## config.mk

```make
export PLATFORM = sky130hd
export DESIGN_NAME = ram_march_tester
export DESIGN_NICKNAME = d
export VERILOG_FILES = /design/src/rtl/ram_march_tester.sv
export SDC_FILE = /design/constraint.sdc
export NUM_CORES = 1
export LEC_CHECK = 0
export BUFFER_PORTS_ARGS = -buffer_cell sky130_fd_sc_hd__buf_2
export CAP_MARGIN = 20
export CORE_UTILIZATION = 55
export CTS_CLUSTER_DIAMETER = 50
export CTS_CLUSTER_SIZE = 14
export DETAILED_ROUTE_END_ITERATION = 12
export PLACE_DENSITY = 0.8
export SLEW_MARGIN = 20
export SYNTH_ARGS = -nofsm -noshare
export SYNTH_HDL_FRONTEND = slang
export SYNTH_SLANG_ARGS = --single-unit
```

## constraint.sdc

```tcl
create_clock -name clk -period 2.8 [get_ports clk]
set_clock_uncertainty 0.2 [all_clocks]
set_input_delay 0.56 -clock clk [delete_from_list [all_inputs] [get_ports clk]]
set_output_delay 0.56 -clock clk [all_outputs]
set_load 0.1 [all_outputs]
```

## src/rtl/ram_march_tester.sv

```systemverilog
// Built-in self-test controller for a 16x8 single-port synchronous RAM.
// Two-phase write/read-back pattern test (P(a) then ~P(a)) with first-failure capture.
module ram_march_tester #(
  parameter int DW = 8,
  parameter int AW = 4
) (
  input  logic          clk,
  input  logic          rst_n,
  input  logic          start,
  input  logic [DW-1:0] seed,
  output logic          busy,
  output logic          done,
  output logic          pass,
  output logic [AW+1:0] err_cnt,
  output logic [AW-1:0] first_err_addr,
  output logic [DW-1:0] first_err_exp,
  output logic [DW-1:0] first_err_act,
  output logic          first_err_phase,
  output logic          ram_wr,
  output logic [AW-1:0] ram_addr,
  output logic [DW-1:0] ram_din,
  input  logic [DW-1:0] ram_dout,
  output logic [2:0]    dbg_state
);

  localparam logic [2:0] S_IDLE  = 3'd0;
  localparam logic [2:0] S_WRITE = 3'd1;
  localparam logic [2:0] S_READ  = 3'd2;
  localparam logic [2:0] S_DRAIN = 3'd3;
  localparam logic [2:0] S_DONE  = 3'd4;

  localparam logic [AW-1:0] LAST_ADDR = '1;
  localparam logic [AW+1:0] ERR_MAX   = '1;

  logic [2:0]    state_q, state_d;
  logic [AW-1:0] addr_q, addr_d;
  logic          phase_q, phase_d;
  logic [DW-1:0] seed_q, seed_d;
  logic          ram_wr_q, ram_wr_d;
  logic [DW-1:0] ram_din_q, ram_din_d;
  logic          busy_q, busy_d;
  logic          done_q, done_d;
  logic          pass_q, pass_d;
  logic [AW+1:0] err_cnt_q, err_cnt_d;
  logic [AW-1:0] fe_addr_q, fe_addr_d;
  logic [DW-1:0] fe_exp_q, fe_exp_d;
  logic [DW-1:0] fe_act_q, fe_act_d;
  logic          fe_phase_q, fe_phase_d;
  logic          pipe_vld_q, pipe_vld_d;
  logic [AW-1:0] pipe_addr_q, pipe_addr_d;
  logic [DW-1:0] pipe_exp_q, pipe_exp_d;

  function automatic logic [DW-1:0] pattern(input logic [AW-1:0] a, input logic [DW-1:0] s,
                                            input logic ph);
    logic [DW-1:0] p;
    p = DW'(a) ^ s;
    return ph ? ~p : p;
  endfunction

  always_comb begin
    state_d     = state_q;
    addr_d      = addr_q;
    phase_d     = phase_q;
    seed_d      = seed_q;
    ram_wr_d    = 1'b0;
    ram_din_d   = '0;
    busy_d      = busy_q;
    done_d      = done_q;
    pass_d      = pass_q;
    err_cnt_d   = err_cnt_q;
    fe_addr_d   = fe_addr_q;
    fe_exp_d    = fe_exp_q;
    fe_act_d    = fe_act_q;
    fe_phase_d  = fe_phase_q;
    pipe_vld_d  = 1'b0;
    pipe_addr_d = pipe_addr_q;
    pipe_exp_d  = pipe_exp_q;

    // Read data returns one cycle after its issue cycle; compare against the delayed expectation.
    if (pipe_vld_q && (ram_dout != pipe_exp_q)) begin
      if (err_cnt_q != ERR_MAX) err_cnt_d = err_cnt_q + 1'b1;
      if (err_cnt_q == '0) begin
        fe_addr_d  = pipe_addr_q;
        fe_exp_d   = pipe_exp_q;
        fe_act_d   = ram_dout;
        fe_phase_d = phase_q;
      end
    end

    case (state_q)
      S_IDLE, S_DONE: begin
        if (start) begin
          seed_d     = seed;
          phase_d    = 1'b0;
          done_d     = 1'b0;
          pass_d     = 1'b0;
          err_cnt_d  = '0;
          fe_addr_d  = '0;
          fe_exp_d   = '0;
          fe_act_d   = '0;
          fe_phase_d = 1'b0;
          busy_d     = 1'b1;
          state_d    = S_WRITE;
          addr_d     = '0;
          ram_wr_d   = 1'b1;
          ram_din_d  = pattern('0, seed, 1'b0);
        end
      end
      S_WRITE: begin
        if (addr_q == LAST_ADDR) begin
          state_d = S_READ;
          addr_d  = '0;
        end else begin
          addr_d    = addr_q + 1'b1;
          ram_wr_d  = 1'b1;
          ram_din_d = pattern(addr_q + 1'b1, seed_q, phase_q);
        end
      end
      S_READ: begin
        pipe_vld_d  = 1'b1;
        pipe_addr_d = addr_q;
        pipe_exp_d  = pattern(addr_q, seed_q, phase_q);
        if (addr_q == LAST_ADDR) state_d = S_DRAIN;
        else addr_d = addr_q + 1'b1;
      end
      S_DRAIN: begin
        addr_d = '0;
        if (!phase_q) begin
          phase_d   = 1'b1;
          state_d   = S_WRITE;
          ram_wr_d  = 1'b1;
          ram_din_d = pattern('0, seed_q, 1'b1);
        end else begin
          state_d = S_DONE;
          busy_d  = 1'b0;
          done_d  = 1'b1;
          pass_d  = (err_cnt_d == '0);
        end
      end
      default: begin
        state_d = S_IDLE;
        busy_d  = 1'b0;
        addr_d  = '0;
      end
    endcase
  end

  always_ff @(posedge clk or negedge rst_n) begin
    if (!rst_n) begin
      state_q     <= S_IDLE;
      addr_q      <= '0;
      phase_q     <= 1'b0;
      seed_q      <= '0;
      ram_wr_q    <= 1'b0;
      ram_din_q   <= '0;
      busy_q      <= 1'b0;
      done_q      <= 1'b0;
      pass_q      <= 1'b0;
      err_cnt_q   <= '0;
      fe_addr_q   <= '0;
      fe_exp_q    <= '0;
      fe_act_q    <= '0;
      fe_phase_q  <= 1'b0;
      pipe_vld_q  <= 1'b0;
      pipe_addr_q <= '0;
      pipe_exp_q  <= '0;
    end else begin
      state_q     <= state_d;
      addr_q      <= addr_d;
      phase_q     <= phase_d;
      seed_q      <= seed_d;
      ram_wr_q    <= ram_wr_d;
      ram_din_q   <= ram_din_d;
      busy_q      <= busy_d;
      done_q      <= done_d;
      pass_q      <= pass_d;
      err_cnt_q   <= err_cnt_d;
      fe_addr_q   <= fe_addr_d;
      fe_exp_q    <= fe_exp_d;
      fe_act_q    <= fe_act_d;
      fe_phase_q  <= fe_phase_d;
      pipe_vld_q  <= pipe_vld_d;
      pipe_addr_q <= pipe_addr_d;
      pipe_exp_q  <= pipe_exp_d;
    end
  end

  assign busy            = busy_q;
  assign done            = done_q;
  assign pass            = pass_q;
  assign err_cnt         = err_cnt_q;
  assign first_err_addr  = fe_addr_q;
  assign first_err_exp   = fe_exp_q;
  assign first_err_act   = fe_act_q;
  assign first_err_phase = fe_phase_q;
  assign ram_wr          = ram_wr_q;
  assign ram_addr        = addr_q;
  assign ram_din         = ram_din_q;
  assign dbg_state       = state_q;

endmodule

```

# Yosys cells after proc, flatten, opt, wreduce, memory -nomap -nowiden
# Index checks and enable logic that the tools add are counted.
[classes] addsub=2 bitwise=6 mux=49 n_eq_ne=12 n_reduce_logical=13
[op_table] operator="8-bit 2-to-1 mux" n=13
[op_table] operator="4-bit 2-to-1 mux" n=7
[op_table] operator="6-bit 2-to-1 mux" n=4
[op_table] operator="8-bit NOT" n=3
[op_table] operator="8-bit case mux with 3 select lines" n=1
[op_table] operator="4-bit by 8-bit XOR with 8-bit output" n=2
[op_table] operator="1-bit 2-to-1 mux" n=13
[op_table] operator="6-bit logical NOT" n=2
[op_table] operator="3-bit 2-to-1 mux" n=4
[op_table] operator="3-bit case mux with 4 select lines" n=1
[op_table] operator="4-bit case mux with 3 select lines" n=1
[op_table] operator="2-bit != test, second input constant" n=5
[op_table] operator="3-bit AND reduction" n=3
[op_table] operator="8-bit != test" n=1
[op_table] operator="6-bit by 1-bit adder with 6-bit output, second input constant" n=1
[op_table] operator="3-bit by 2-bit equality test with 1-bit output, second input constant" n=2
[op_table] operator="6-bit != test, second input constant" n=1
[op_table] operator="1-bit case mux with 2 select lines" n=3
[op_table] operator="1-bit case mux with 3 select lines" n=2
[op_table] operator="2-bit AND reduction" n=3
[op_table] operator="4-bit by 1-bit adder with 4-bit output, second input constant" n=1
[op_table] operator="4-bit equality test, second input constant" n=1
[op_table] operator="2-bit OR reduction" n=2
[op_table] operator="3-bit by 1-bit equality test with 1-bit output, second input constant" n=1
[op_table] operator="other kinds (5)" n=5
[totals] ff_bits=68 output_inout_bits=46 inputBits=19 elab_cells=99

# Depth between registers and ports, before layout
# Gate-level depths: netlist (run 1).
[depth] ltp_word=6 mapped_depth=9 ltp_nobuf=7

# Worst setup path before layout (run 1)
# OpenSTA, ideal clock, no wires.
[synth_path] path_type="reg2reg" start="register addr_q[0] (netlist: ram_addr[0])" end="register addr_q[3] (netlist: ram_addr[3])" setup_time_ns=0.068 path_stages_with_launch=7 period_less_slack_ns=2.582 required_ns=2.532 arrival_ns=2.314 n_path_buf=0 slack_ns=0.218 cell_sequence="dfrtp_1 ha_1 and3_4 nor4b_2 nor2_1 a31oi_1 o22a_1"
[synth_via] elab_chain_cells=3 elab_cells_between_ends=7 cone_classes="1 x add/sub; 2 x eq/ne; 3 x mux; 1 x reduce/logical"
[synth_rtl] item="start: declaration" line_no="36" text="logic [AW-1:0] addr_q, addr_d;"
[synth_rtl] item="start signal: assignment" line_no="169" text="addr_q <= addr_d;"
[synth_rtl] item="4-bit by 1-bit adder with 4-bit output / 4-bit equality test (equally long branches)"
[synth_rtl] item="4-bit 2-to-1 mux, or another cell as far along" line_no="123" text="if (addr_q == LAST_ADDR) state_d = S_DRAIN;"
[synth_rtl] item="4-bit case mux with 3 select lines / 2-bit AND reduction (equally long branches)"
# Several ways; a longest one is shown, not always the timed one. The select of a mux whose other input is x is not followed.
# A chain may end at the register's enable or synchronous reset.

# Worst setup path after layout (run 1)
[layout_path] start="register state_q[1] (netlist: dbg_state[1])" end="output port dbg_state[1]"
[layout_rtl] item="start: declaration" line_no="35" text="logic [2:0] state_q, state_d;"
[layout_rtl] item="start signal: assignment" line_no="168" text="state_q <= state_d;"
[layout_rtl] item="end: declaration" line_no="23" text="output logic [2:0] dbg_state"
# No word-level cell between the ends.

==> results_dict.tcl, run 1 <==
set metrics [dict create \
    outcome "finished with violations" \
    violations "negative hold slack" \
    fmax_mhz 452 \
    placed_area_sq_um 3620 \
    p_per_area_nw_per_um2 1180 \
    fp-row-count 27 \
    grt_use_total_pct 25.5 \
    cts_resized 0 \
    synth_edf_count 0 \
    whs_ns -0.00248 \
    pin_count 65 \
    dieArea_sq_um 6210 \
    syn-cell-area_sq_um 3240 \
    synth_area_leader_cell "dfrtp_1" \
    grt_pass1_wl_um 11900 \
    cts_root_buffer "clkbuf_8" \
    seq_area_frac_synth_pct 52.5 \
    antenna_found_initial 0 \
    cp_top_family "flip-flops" \
    start_util_pct 57.8 \
    clkSinkCount 68 \
    drc_errors 0 \
    fillCellCount 469 \
    yosys-top-cells-area "dfrtp_1, mux2i_1, nand2_1" \
    synth_cells 315 \
    crit_type "register to primary output" \
    path_clk_slew_ns 0.07 \
    maxSlewHeadroom_pct 62.6 \
    rsz0062_at_grt "no" \
    drtIter0Drc 150 \
    p_clk_share_pct 19.2 \
    critPathLaunchType "register" \
    cp_max_fo 13 \
    multi_input_area_sq_um 1400 \
    p_int_mw 2.34 \
    die_w_um 78.8 \
    dr.pass1.iters 5 \
    fin_crit_sh_pct 79.1 \
    hold_viol 2 \
    ys_seq_elements 68 \
    drv_slew 0 \
    async_flop_share_pct 100 \
    setup_tns_ns 0 \
    p_leak_nw 2.14 \
    cts_hold_buf 0 \
    critPathRequiredTime_ns 2.04 \
    seq_area_sq_um 1700 \
    coreArea_sq_um 5610 \
    worstPathCellList "buf_2" \
    final_util_pct 68.1 \
    routed_wl_um 7170 \
    ant_nets 0 \
    finalCriticalPeriod_ns 2.21 \
    cp.arrival_ns 1.45 \
    seqPwrFrac_pct 32.6 \
    peakVddDrop_v 0.00115 \
    p_comb_share_pct 48.2 \
    syn_area_per_cell_sq_um 10.3 \
    switching_share_pct 48.1 \
    vias_per_cell 5.54 \
    syn_to_final_growth_pct 17.8 \
    hold_path_class "input pin to async pin" \
    setup_violations 0 \
    post_cts_buffers 0 \
    insertion_delay_ns 0.34 \
    worst_path_max_delay_cell "dfrtp_1" \
    layout.nets 407 \
    hpwlAfterDp_um 5070 \
    cpPeakStageDelay_ns 0.60 \
    io_buffers 64 \
    synth_cell_types 45 \
    globalRoute.totalOverflow 0 \
    final_cell_mix "dfrtp_1, buf_2, nand2_1" \
    r2r_slack_ns 0.65 \
    grt_pass1_vias 2528 \
    die_y_um 78.8 \
    synth_nets 341 \
    yosys_warnings 0 \
    gp_congestion 0.922 \
    cap_violations 0 \
    tightestPinTransition_ns 0.561 \
    synth_top_area_share_pct 52.5 \
    final_area_sq_um 3820 \
    critPathBufInv 1 \
    cts_tree "done" \
    endpoint_kind "primary output" \
    insertedDiodeCount 0 \
    vias 2527 \
    cts_max_path_buffers 2 \
    drive_above_1_share_pct 24.7 \
    p_sw_mw 2.16 \
    cts_buffers 9 \
    wl_per_cell_um 15.7 \
    grt_max_degree 27 \
    htreeDepth 3 \
    layout_commonest_cell "dfrtp_1" \
    synth_flop_cell "dfrtp_1" \
]
-- metrics by stage --
stage	worst slack [ns]	total power, mW	instances	hold WS, ns
3_5_place_dp	0.533	3.64	442	0.262
6_report	0.586	4.50	456	-0.00248
2_1_floorplan	0.218	3.19	315	0.0644
3_3_place_gp	0.632	3.58	442	0.259
5_1_grt	0.481	4.73	456	0.0422
4_1_cts	0.580	4.51	456	0.0224
-- power groups by stage --
stage / Sequential, mW / Clock (mW) / Combinational [mW]
finish: 1.47 / 0.867 / 2.17
global route: 1.50 / 0.912 / 2.32
detailed placement: 1.48 / 0 / 2.15
floorplan: 2.35 / 0 / 0.831
CTS: 1.47 / 0.875 / 2.17
global placement: 1.47 / 0 / 2.11
-- state kept, by name, summed over array words and instances (netlist names) --
signal,cells
first_err_addr,4
pipe_vld_q,1
phase_q,1
first_err_act,8
busy,1
first_err_phase,1
seed_q,8
ram_addr,4
err_cnt,6
ram_din,8
pipe_addr_q,4
first_err_exp,8
pass,1
dbg_state,3
pipe_exp_q,8
done,1
ram_wr,1
-- worst paths after layout --
| path | start | endpoint | cells past startpoint |
|---|---|---|---|
| max | dbg_state[1] | dbg_state[1] | 1 |
| min | rst_n | first_err_act[5] | 1 |
| max reg2reg | err_cnt[1] | err_cnt[1] | 5 |
| min reg2reg | pipe_addr_q[3] | pipe_addr_q[3] | 2 |
| max in group asynchronous | rst_n | pipe_exp_q[6] | 2 |
| min in group clk | seed[1] | seed_q[1] | 3 |
-- layout make-up --
type,instances,area share [%]
clock buffer,12,3.80
timing repair buffer,71,9.76
tap,72,2.36
inverter,14,1.38
clock inverter,2,1.57
sequential,68,44.5
multi-input combinational,217,36.6
-- synthesized netlist by cell type, drive strengths merged, types with 2 or more instances --
cell	n
o21ba	2
xnor2	16
buf	9
dfrtp	68
inv	14
clkbuf	7
mux2i	24
a222oi	4
ha	7
o221a	2
nand3	5
nand3b	2
o21ai	13
nor3	3
and3	2
xor2	7
nor2	33
a31oi	2
nand4	3
nand4b	2
nor4b	2
nand2	59
a21oi	3
nor2b	2
a32o	2
nor3b	2
o211ai	5
nand2b	3
o221ai	2
-- logic make-up (layout without fill, tap and decap cells) --
family          Yosys count  in the layout  synth area share, %
compound gates           39             39                 8.87
xor+xnor                 23             23                 6.21
fa+ha+maj                 7              7                 2.70
buf+inv                  30             99                 4.40
flops                    68             68                 52.5
mux                      25             25                 7.75
simple gates            123            123                 17.6
-- per-layer routing --
layer / share of wire [%] / routed length [um] / vias to the layer above / track usage, %
li1: - / - / 1199 / -
met1: 43 / 3060 / 1240 / 31.4
met2: 51 / 3640 / 75 / 43.2
met3: 4.5 / 324 / 13 / 4.14
met4: 2.1 / 151 / 0 / 13.3
met5: 0 / 0 / - / 0
No activity file was read; power rests on OpenSTA's default activity.
==> inputs of run 2 (changes only) <==
--- a/config.mk
+++ b/config.mk
@@ -5,13 +5,14 @@
 export SDC_FILE = /design/constraint.sdc
 export NUM_CORES = 1
 export LEC_CHECK = 0
+export ABC_AREA = 1
 export BUFFER_PORTS_ARGS = -buffer_cell sky130_fd_sc_hd__buf_2
 export CAP_MARGIN = 20
 export CORE_UTILIZATION = 55
 export CTS_CLUSTER_DIAMETER = 50
 export CTS_CLUSTER_SIZE = 14
 export DETAILED_ROUTE_END_ITERATION = 12
-export PLACE_DENSITY = 0.8
+export PLACE_DENSITY = 0.79
 export SLEW_MARGIN = 20
 export SYNTH_ARGS = -nofsm -noshare
 export SYNTH_HDL_FRONTEND = slang
==> constraint.sdc (replaced) <==
create_clock -name clk -period 2.2 [get_ports clk]
set_clock_uncertainty 0.2 [all_clocks]
set_input_delay 0.44 -clock clk [delete_from_list [all_inputs] [get_ports clk]]
set_output_delay 0.44 -clock clk [all_outputs]
set_load 0.1 [all_outputs]
==> run 2 against run 1 <==
Net effect: die area grew 7.1%; area after synthesis up 7.3%; flip-flop and latch count is the same; global-route usage decreased by 1.4 points; final cell count up 18%; non-clock buffer count is 3 higher; core utilization decreased by 0.16 points; final area rose by 7.2%; the run now ends clean; routed wire length shrank 2.1%; critical path depth grew 7; synthesized cell count up 22%; clock-buffer cell count is the same.
==> results_dict.tcl, run 2 <==
set metrics [dict create \
    hpwlAfterDp_um 5150 \
    pin_count 65 \
    cpPeakStageDelay_ns 0.44 \
    gp_congestion 0.865 \
    drc_errors 0 \
    cts_max_path_buffers 2 \
    grt_max_degree 69 \
    fillCellCount 503 \
    vias 2701 \
    cp.arrival_ns 1.99 \
    syn-cell-area_sq_um 3480 \
    htreeDepth 3 \
    cap_violations 0 \
    grt_pass1_vias 2680 \
    post-synth-top-count-cell "nand2_1" \
    hold_path_class "input pin to register" \
    finalCriticalPeriod_ns 1.97 \
    synth_cells 385 \
    cts_root_buffer "clkbuf_8" \
    outcome "completed" \
    setup_violations 0 \
    cts_buffers 9 \
    routed_wl_um 7030 \
    yosys_warnings 0 \
    seq_area_frac_synth_pct 48.9 \
    hold_viol 0 \
    worst_path_max_delay_cell "dfrtp_2" \
    fmax_mhz 509 \
    grt_use_total_pct 24.1 \
    drv_slew 0 \
    antenna_found_initial 0 \
    coreArea_sq_um 6030 \
    yosys-top-cells-area "dfrtp_1, nand2_1, inv_1" \
    start_util_pct 57.7 \
    ant_nets 0 \
    final_cell_mix "nand2_1, dfrtp_1, buf_2" \
    endpoint_kind "register" \
    synth_flop_cell "dfrtp_1" \
    insertion_delay_ns 0.34 \
    ys_seq_elements 68 \
    dr.pass1.iters 4 \
    critPathLaunchType "register" \
    rr_startpoint "err_cnt[0]" \
    synth_area_leader_cell "dfrtp_1" \
    clkSinkCount 68 \
    die_y_um 81.5 \
    crit_start "err_cnt[0]" \
    crit_type "register to register" \
    final_util_pct 68.0 \
    io_buffers 64 \
    path_clk_slew_ns 0.07 \
    post_cts_buffers 0 \
    maxSlewHeadroom_pct 64.6 \
    cp_top_family "simple AND/OR/NAND/NOR gates" \
    grt_pass1_wl_um 11900 \
    critPathBufInv 2 \
    worstRegToRegCells 8 \
    insertedDiodeCount 0 \
    layout_commonest_cell "nand2_1" \
    tightestPinTransition_ns 0.527 \
    globalRoute.totalOverflow 0 \
    rsz0062_at_grt "no" \
    vias_per_cell 5.02 \
    crit_cells 8 \
    synth_cell_types 35 \
    dieArea_sq_um 6650 \
    syn_to_final_growth_pct 17.8 \
    r2r_slack_ns 0.23 \
    synth_edf_count 0 \
    layout.nets 484 \
    drtIter0Drc 163 \
    syn_area_per_cell_sq_um 9.03 \
    synth_nets 411 \
    cp_max_fo 18 \
    worstPathCellList "inv_1, ha_1, nand3_1, nor3_2, nand2_8, buf_4, o21ai_2, a21oi_2" \
    regToRegEndpoint "first_err_act[2]" \
    critPathCapture "first_err_act[2]" \
    yosys-top-cells-count "nand2_1, dfrtp_1, inv_1" \
    critPathRequiredTime_ns 2.23 \
    wl_per_cell_um 13.1 \
    fp-row-count 28 \
    die_w_um 81.5 \
    fin_crit_sh_pct 89.4 \
    drive_above_1_share_pct 32.6 \
    cts_tree "done" \
    async_flop_share_pct 100 \
    synth_top_area_share_pct 48.9 \
]
run 2: cell types whose count changed after synthesis, sizes merged, moves of 4 or more:
| cell | previous run | this run |
|---|---|---|
| nor3 | 3 | 8 |
| nand3 | 5 | 15 |
| inv | 14 | 63 |
| nand2 | 59 | 95 |
| o211ai | 5 | 1 |
| mux2i | 24 | 0 |
| a22oi | 0 | 4 |
| a222oi | 4 | 0 |
| xnor2 | 16 | 9 |
| nor2 | 33 | 18 |
| clkbuf | 7 | 2 |
| o21ai | 13 | 42 |
| a21oi | 3 | 30 |
run 2: kinds of logic after synthesis:
group / share of synthesized area (%)
adder cells (fa/ha/maj): 2.52
AND/OR/NAND/NOR: 17.8
AO/OA/AOI/OAI: 16.7
buffers and inverters: 10.5
XOR/XNOR: 3.53
flip-flops: 48.9
run 2: worst min path at each step:
stage	startpoint	end	slack, ns	cells past startpoint
final	seed[1]	seed_q[1]	0.11	3
after global routing	seed[0]	seed_q[0]	0.11	3
after CTS	seed[3]	seed_q[3]	0.1	3
after detailed placement	pass	pass	0.27	2
after global placement	pass	pass	0.27	2
after floorplan	rst_n	busy	-0.06	0
run 2: cell type report:
class / instances / area, sq um / share of cell area [%]
multi-input cells: 241 / 1410 / 34.4
clock inverters: 4 / 47.5 / 1.16
well taps: 75 / 93.8 / 2.29
flip-flops and latches: 68 / 1710 / 41.7
inverters: 64 / 248 / 6.05
clock buffers: 12 / 155 / 3.79
repair buffers: 74 / 435 / 10.6
run 2: what timing repair did:
item                                   in CTS  in global routing
hold buffers                                1                  0
gates resized for setup                     0                  0
endpoints found under the hold margin      68                  0
run 2: per-layer routing:
metal	wire length (um)	vias up	GRT usage, %
li1	-	1366	-
met1	3250	1253	29.6
met2	3340	74	40.4
met3	365	8	7.11
met4	69	0	8.04
met5	0	-	0
run 2: tightest hold or removal path, cell delays in order:
cell and delay (ns):
buf_2 0.08, nand2_1 0.06, nand2_1 0.05
run 2: per-stage QoR:
step	area [sq um]	setup slack, ns	instances	setup TNS, ns	hold slack, ns
6_report	4100	0.234	538	0	0.115
5_1_grt	4100	0.104	538	0	0.110
4_1_cts	4100	0.216	538	0	0.0992
3_5_place_dp	3880	0.187	521	0	0.268
3_3_place_gp	3880	0.235	521	0	0.266
2_1_floorplan	3480	-0.000247	385	-0.000247	-0.0556
Power of run 2 is not shown: default switching activity piles up to over one toggle a cycle in this logic, so the estimate is an artifact.
==> inputs of run 3 (changes only) <==
--- a/config.mk
+++ b/config.mk
@@ -8,6 +8,7 @@
 export ABC_AREA = 1
 export BUFFER_PORTS_ARGS = -buffer_cell sky130_fd_sc_hd__buf_2
 export CAP_MARGIN = 20
+export CORE_MARGIN = 3
 export CORE_UTILIZATION = 55
 export CTS_CLUSTER_DIAMETER = 50
 export CTS_CLUSTER_SIZE = 14
==> run 3 against run 2 <==
Net effect: flip-flop and latch count is the same; core utilization down 0.69 points; final cell count is the same; worst hold slack got worse by 0.00073 ns; non-clock buffer count is the same; routed wire length is 0.90% higher; register-to-register slack gained 0.03 ns; global-route usage decreased by 3.2 points; die area rose by 10%; maximum frequency grew 1.4%; setup slack better by 0.027 ns; critical endpoint is now ram_addr[1]; highest routed layer unchanged.
==> results_dict.tcl, run 3 (same netlist as run 2, synthesis figures left out) <==
set metrics [dict create \
    grt_use_total_pct 20.9 \
    cts_tree "done" \
    vias 2686 \
    finalCriticalPeriod_ns 1.94 \
    hold_path_class "input pin to register" \
    cpPeakStageDelay_ns 0.45 \
    pin_count 65 \
    path_clk_slew_ns 0.07 \
    critPathBufInv 1 \
    cts_root_buffer "clkbuf_8" \
    critPathRequiredTime_ns 2.25 \
    placed_area_sq_um 3880 \
    tightestPinTransition_ns 0.472 \
    hpwlAfterDp_um 5280 \
    cts_buffers 9 \
    grt_pass1_wl_um 12000 \
    drtIter0Drc 172 \
    worstHoldStart "seed[1]" \
    layout.nets 484 \
    outcome "completed" \
    globalRoute.totalOverflow 0 \
    layout_commonest_cell "nand2_1" \
    io_buffers 64 \
    drc_errors 0 \
    critPathLaunchType "register" \
    dr.pass1.iters 4 \
    dp_slack_ns 0.219 \
    setup_ws_ns 0.261 \
    drive_above_1_share_pct 32.2 \
    cp_top_family "simple AND/OR/NAND/NOR gates" \
    insertedDiodeCount 0 \
    die_w_um 85.5 \
    rr_startpoint "ram_addr[0]" \
    syn_to_final_growth_pct 16.6 \
    crit_type "register to register" \
    start_util_pct 57.7 \
    wl_per_cell_um 13.2 \
    vias_per_cell 4.99 \
    cp.arrival_ns 1.99 \
    antenna_found_initial 0 \
    final_util_pct 67.3 \
    die_y_um 85.5 \
    path_common_cell "nand2_1" \
    drv_slew 0 \
    grt_max_degree 69 \
    routed_wl_um 7090 \
    fillCellCount 495 \
    fp-row-count 28 \
    endpoint_kind "register" \
    cp_max_fo 8 \
    ant_nets 0 \
    cts_resized 0 \
    insertion_delay_ns 0.34 \
    htreeDepth 3 \
    setup_violations 0 \
    grt_pass1_vias 2624 \
    cts_max_path_buffers 2 \
    worstPathCellList "ha_1, nand2_1, nor2_1, nor2_2, inv_1, nand2_1, nand3_1, o21ai_0" \
    maxSlewHeadroom_pct 68.3 \
    coreArea_sq_um 6030 \
    fmax_mhz 516 \
    placed_cells 521 \
    rsz0062_at_grt "no" \
    dieArea_sq_um 7310 \
    worst_path_max_delay_cell "dfrtp_2" \
    layoutNonFillerInstCount 538 \
    hold_viol 0 \
    gp_congestion 0.791 \
    final_cell_mix "nand2_1, dfrtp_1, buf_2" \
    crit_start "ram_addr[0]" \
    fin_crit_sh_pct 88.1 \
    clkSinkCount 68 \
    cap_violations 0 \
    final_area_sq_um 4060 \
]
## run 3: cell count changes in the layout (fill, tap and decap cells not counted), sizes merged
cell and delta:
clkinv +1, bufinv -1
## run 3: worst register-to-register path: stages, from the launching register on
cell	delay (ns)
dfrtp_2	0.45
ha_1	0.25
nand2_1	0.10
nor2_1	0.08
nor2_2	0.31
inv_1	0.16
nand2_1	0.15
nand3_1	0.08
o21ai_0	0.08
## run 3: area by class of cell
type,instances,area (sq um),area share (%)
Tap cell,75,93.8,2.31
Inverter,64,248,6.11
Clock buffer,12,135,3.33
Multi-Input combinational cell,241,1410,34.8
Clock inverter,4,26.3,0.648
Timing Repair Buffer,74,435,10.7
Sequential cell,68,1710,42.1
## run 3: final timing paths
| check | cells after the start | endpoint | slack, ns |
|---|---|---|---|
| max | 8 | ram_addr[1] | 0.26 |
| min reg2reg | 2 | done | 0.27 |
| min in group asynchronous | 3 | first_err_act[2] | 0.44 |
| min | 3 | seed_q[1] | 0.11 |
| max reg2reg | 8 | ram_addr[1] | 0.26 |
| max in group asynchronous | 3 | err_cnt[0] | 1.05 |
## run 3: what timing repair did
| action | 4_1_cts | 5_1_grt |
|---|---|---|
| hold endpoints to repair | 68 | 0 |
| setup buffers | 0 | 0 |
| hold buffers | 1 | 0 |
## run 3: metal layers
| layer | track usage [%] | vias up | wire, um |
|---|---|---|---|
| li1 | - | 1371 | - |
| met1 | 28.7 | 1231 | 3430 |
| met2 | 31.6 | 73 | 3140 |
| met3 | 5.86 | 11 | 400 |
| met4 | 8.06 | 0 | 124 |
| met5 | 0 | - | 0 |
## run 3: through the flow
stage | setup TNS, ns | hold slack, ns
after floorplan | -0.000247 | -0.0556
after global placement | 0 | 0.271
after detailed placement | 0 | 0.262
after CTS | 0 | 0.107
after global routing | 0 | 0.122
final | 0 | 0.114
Power of run 3 is left out for the same reason.
